$ cat config.mk
export PLATFORM = sky130hd
export DESIGN_NAME = interrupt_arbiter
export DESIGN_NICKNAME = d
export VERILOG_FILES = /design/src/rtl/interrupt_arbiter.sv
export SDC_FILE = /design/constraint.sdc
export NUM_CORES = 1
export LEC_CHECK = 0
export BUFFER_PORTS_ARGS = -buffer_cell sky130_fd_sc_hd__clkbuf_2
export CAP_MARGIN = 30
export CORE_AREA = 2 2 131 133
export CTS_CLUSTER_DIAMETER = 80
export DETAILED_ROUTE_END_ITERATION = 6
export DIE_AREA = 0 0 133 135
export PLACE_DENSITY_LB_ADDON = 0.2
export SYNTH_ARGS = -nofsm -noshare
export SYNTH_HDL_FRONTEND = slang
export SYNTH_SLANG_ARGS = --single-unit
$ cat constraint.sdc
create_clock -name clk_i -period 1.68 [get_ports clk_i]
set_clock_uncertainty 0.05 [all_clocks]
set_input_delay 0.252 -clock clk_i [delete_from_list [all_inputs] [get_ports clk_i]]
set_output_delay 0.252 -clock clk_i [all_outputs]
set_load 0.005 [all_outputs]
$ cat src/rtl/interrupt_arbiter.sv
// interrupt_arbiter: picks the highest-priority takeable interrupt from the
// CSR image and presents it to commit as a registered request. Once raised,
// the request holds a stable cause/target until it is accepted or withdrawn.
// After acceptance, new requests stay blocked for a few cycles so that the
// trap-entry CSR writes can settle.
module interrupt_arbiter #(
  parameter int XLEN     = 64,
  parameter int COOLDOWN = 2
) (
  input  logic            clk_i,
  input  logic            arst_n,
  input  logic [XLEN-1:0] mstatus_i,
  input  logic [XLEN-1:0] mip_i,
  input  logic [XLEN-1:0] mie_i,
  input  logic [XLEN-1:0] mideleg_i,
  input  logic [XLEN-1:0] dstatus_i,
  input  logic [1:0]      priv_i,
  input  logic            debug_mode_i,
  input  logic            flush_i,
  output logic            int_req_o,
  output logic [3:0]      int_cause_o,
  output logic            int_to_s_o,
  input  logic            int_ack_i
);

  typedef enum logic [1:0] {
    IDLE = 2'd0,
    REQ  = 2'd1,
    COOL = 2'd2
  } state_t;

  // Standard interrupt positions: SSI, MSI, STI, MTI, SEI, MEI.
  localparam logic [11:0] INT_BITS = 12'hAAA;
  localparam logic [2:0]  CD_LOAD  = 3'(COOLDOWN - 1);

  state_t      state;
  logic [2:0]  cool_cnt;

  logic [11:0] pend;
  logic [11:0] m_grp;
  logic [11:0] s_grp;
  logic        m_take;
  logic        s_take;
  logic        mask;
  logic        cand_vld;
  logic [3:0]  cand_cause;
  logic        cand_to_s;
  logic        held_ok;
  logic        unused_bits;

  // Fixed priority within a group: MEI, MSI, MTI, SEI, SSI, STI.
  function automatic logic [3:0] pick_cause(input logic [11:0] v);
    logic [3:0] c;
    if (v[11])      c = 4'd11;
    else if (v[3])  c = 4'd3;
    else if (v[7])  c = 4'd7;
    else if (v[9])  c = 4'd9;
    else if (v[1])  c = 4'd1;
    else            c = 4'd5;
    return c;
  endfunction

  assign pend   = mip_i[11:0] & mie_i[11:0] & INT_BITS;
  // M-mode traps are globally enabled below M, or in M with MIE set.
  assign m_take = (priv_i != 2'd3) | mstatus_i[3];
  // S-mode traps are taken from U always, from S only with SIE, never from M.
  assign s_take = (priv_i == 2'd0) | ((priv_i == 2'd1) & mstatus_i[1]);
  assign m_grp  = pend & ~mideleg_i[11:0] & {12{m_take}};
  assign s_grp  = pend &  mideleg_i[11:0] & {12{s_take}};
  // Debug mode, a flush, or single-step without stepie suppresses everything.
  assign mask   = debug_mode_i | flush_i | (dstatus_i[2] & ~dstatus_i[11]);

  // Only bits [11:0] carry meaning; the rest of each CSR image is ignored.
  assign unused_bits = ^{mstatus_i, mip_i, mie_i, mideleg_i, dstatus_i};

  // Select the candidate: any takeable M-group interrupt beats the S-group.
  always_comb begin
    cand_vld   = 1'b0;
    cand_cause = 4'd0;
    cand_to_s  = 1'b0;
    if (!mask) begin
      if (|m_grp) begin
        cand_vld   = 1'b1;
        cand_cause = pick_cause(m_grp);
        cand_to_s  = 1'b0;
      end else if (|s_grp) begin
        cand_vld   = 1'b1;
        cand_cause = pick_cause(s_grp);
        cand_to_s  = 1'b1;
      end
    end
  end

  // The held request stays valid while its own cause is still takeable in its group.
  always_comb begin
    held_ok = 1'b0;
    if (!mask) begin
      held_ok = int_to_s_o ? s_grp[int_cause_o] : m_grp[int_cause_o];
    end
  end

  // Request FSM: raise, hold frozen until ack or withdraw, then cool down.
  always_ff @(posedge clk_i or negedge arst_n) begin
    if (!arst_n) begin
      state       <= IDLE;
      int_req_o   <= 1'b0;
      int_cause_o <= 4'd0;
      int_to_s_o  <= 1'b0;
      cool_cnt    <= 3'd0;
    end else begin
      case (state)
        IDLE: begin
          if (cand_vld) begin
            state       <= REQ;
            int_req_o   <= 1'b1;
            int_cause_o <= cand_cause;
            int_to_s_o  <= cand_to_s;
          end
        end
        REQ: begin
          // Acceptance takes precedence over losing the candidate.
          if (int_ack_i) begin
            state     <= COOL;
            int_req_o <= 1'b0;
            cool_cnt  <= CD_LOAD;
          end else if (!held_ok) begin
            state     <= IDLE;
            int_req_o <= 1'b0;
          end
        end
        COOL: begin
          if (cool_cnt == 3'd0) begin
            state <= IDLE;
          end else begin
            cool_cnt <= cool_cnt - 3'd1;
          end
        end
        default: begin
          state     <= IDLE;
          int_req_o <= 1'b0;
        end
      endcase
    end
  end

endmodule

==> qor.txt <==
most frequent cells in the layout -> buf_4 (38), clkbuf_2 (34), dfrtp_1 (8)
final period utilization -> 101%
clock sink total -> 11
most common cell after layout, fill and taps aside -> buf_4
max incr delay on CP -> 0.38 ns
setup ws final -> -0.00995 ns
H-tree levels -> 1
crit path capture type -> flop
die height -> 135 µm
number of placed I/O pins -> 333
Setup TNS -> -0.0288 ns
insertion delay to the later sink of the worst-skew pair -> 0.24 ns
CP max stage cell -> dfrtp_1
Post-synth ARST share -> 100%
CP arrival -> 1.76 ns
Post-Route WL -> 3.91 mm
R2R depth -> 4
leakage -> 0.774 nW
RSZ-0062 raised after global routing -> true
DRC -> 0
Initial Util -> 6.17%
Seq/Total Area, Yosys -> 27.2%
Seq cells post-synth -> 11
Pre-antenna DRT Iters -> 4
Die Wd -> 133 µm
first-pass GRT wire length -> 6.00 mm
dpl ws -> -0.405 ns
failing checks -> negative setup slack
Clock Tree Buf Depth -> 2
max_slew headroom -> 72.3%
R2R setup slack -> -0.01 ns
RR Startpoint -> state[1]
critical path required time -> 1.75 ns
Buf+Inv Stages, Crit Path -> 1
Area growth syn-to-layout -> 91.7%
Max-cap violations -> 0
Synth cell types -> 45
synth warn -> 0
clk slew on worst S/H paths -> 0.04 ns
Cells after Synth -> 110
fin. max-slew vios -> 0
measured slew at the worst slew-check pin -> 0.414 ns
Min-Delay Path Class -> in2async
Netlist Area Pre-Place -> 1010 µm²
GP Congestion -> 0.689
Final ANT Viol Nets -> 0
Placed Area -> 1730 µm²
fmax -> 592 MHz
Synth top area share -> 27.2%
maximum fanout along the worst path -> 4
startpoint types -> flop
final instance area -> 1940 µm²
total track usage -> 4.35%
TritonCTS clock tree -> built
Final HPWL DP -> 3.42 mm
Vias -> 1,129
Yosys top cell by area -> dfrtp_1
syn_nets -> 439
reg-to-reg endpoint -> int_cause_o[1]
Most used DFF post-synth -> dfrtp_1
share of cells above drive strength 1 -> 57.8%
final setup fails -> 4
critical path class -> reg2reg
largest cells by area after synthesis -> dfrtp_1 (27%), nand3b_1 (5.2%), mux2_4 (4.4%)
routed length per instance -> 9.61 µm
initial antenna violation count -> 0
cell family with most CP delay -> simple AND/OR/NAND/NOR gates
Avg Inst Size Synth -> 9.20 µm²
# diodes -> 0
Die ar. -> 18,000 µm²
port bufs -> 34
Final min period -> 1.69 ns
final hold vios -> 0
power density over the cells -> 827 nW/µm²
number of global-route vias before repair -> 1,104
status -> finished with violations
Worst VDD drop -> 0.000353 V
grt total ovfl -> 0
Vias/cell -> 2.77
largest net degree at the start of global routing -> 12
Core Box Area -> 16,400 µm²
Rows -> 47
critical-path cell list -> buf_6 -> or3_4 -> nor3_4 -> mux2_4
initial DRC count -> 27
Post-synth EDFFs -> 0
Nets -> 517
CTS root buf -> clkbuf_16
CTS buffer count -> 3
[per-layer routing]
metal  vias up  GRT usage [%]  wire length [µm]
li1        581              -                 -
met1       525           5.85              1910
met2        23           7.20              1850
met3         0           1.24               152
met4         0          0.358                 0
met5         -              0                 0
[through the flow]
step           hold WS (ns)  power [mW]  std cells  utilization (%)
6_report              0.389        1.60        407             11.8
5_1_grt               0.412        1.72        407             11.8
4_1_cts               0.396        1.60        404             11.5
3_5_place_dp          0.114        1.10        399             10.6
3_3_place_gp          0.116        1.10        399             10.6
2_1_floorplan       -0.0936       0.760        110                -
[where the power goes]
| part | total (mW) | internal [mW] | switching [mW] |
|---|---|---|---|
| clock network | 0.442 | 0.319 | 0.123 |
| registers | 0.444 | 0.355 | 0.0896 |
| logic | 0.719 | 0.400 | 0.319 |
[final cells by class]
cell class	instances	area, µm²
Multi-Input combinational cell	92	786
Fill cell	1868	14500
Sequential cell	11	279
Clock buffer	4	78.8
Tap cell	220	275
Inverter	3	11.3
Timing Repair Buffer	77	510
[state kept, by name (all words and copies together) (netlist names)]
register and cells:
int_cause_o 4, cool_cnt 3, state 2, int_req_o 1
int_to_s_o 1
[worst register-to-register path, delay by kind of cell (launching register included)]
kind,cells,cell delay [ns]
buffers and inverters,1,0.12
DFF,1,0.38
muxes,1,0.33
and+or+nand+nor,2,0.69
[cells by family (layout without fill, tap and decap cells)]
family | Yosys count | count (layout) | synth area share [%]
buffers and inverters | 7 | 84 | 3.71
DFF | 11 | 11 | 27.2
AOI/OAI and AO/OA | 29 | 29 | 21.1
adders and majority gates | 2 | 2 | 2.47
muxes | 6 | 6 | 7.42
and+or+nand+nor | 55 | 55 | 38.1
[how the worst max path moves through the flow]
stage / endpoint / slack [ns] / depth (start not counted) / startpoint
after floorplan: int_cause_o[1] / -0.05 / 7 / mstatus_i[3]
after global placement: int_req_o / -0.39 / 8 / flush_i
after detailed placement: int_req_o / -0.40 / 8 / flush_i
after CTS: int_req_o / -0.04 / 6 / int_to_s_o
after global routing: int_req_o / -0.07 / 7 / state[1]
final: int_cause_o[1] / -0.01 / 4 / state[1]
[synth_stat cells, types with 2 or more instances]
| cell | number |
|---|---|
| and3_1 | 2 |
| nor2b_1 | 2 |
| nand3b_1 | 7 |
| a21oi_2 | 2 |
| dfrtp_1 | 11 |
| nand2b_1 | 3 |
| nor3_4 | 2 |
| o41ai_1 | 2 |
| ha_1 | 2 |
| nand2_1 | 7 |
| nor4_1 | 3 |
| or2_1 | 2 |
| nor3_2 | 2 |
| nor2_1 | 7 |
| nand3_1 | 4 |
| a21oi_1 | 6 |
| nor3_1 | 4 |
| mux2i_1 | 3 |
| o211ai_1 | 2 |
| inv_1 | 3 |
| mux2_4 | 3 |
| o21ai_0 | 7 |
| clkbuf_1 | 2 |
[timing repair]
action                     4_1_cts  5_1_grt
setup endpoints to repair        5        5
buffers inserted                 0        3
hold endpoints to repair        11        0
hold buffers                     1        0
pin swaps                        1        6
gates resized for setup          9        8
No activity file was read; power rests on OpenSTA's default activity.
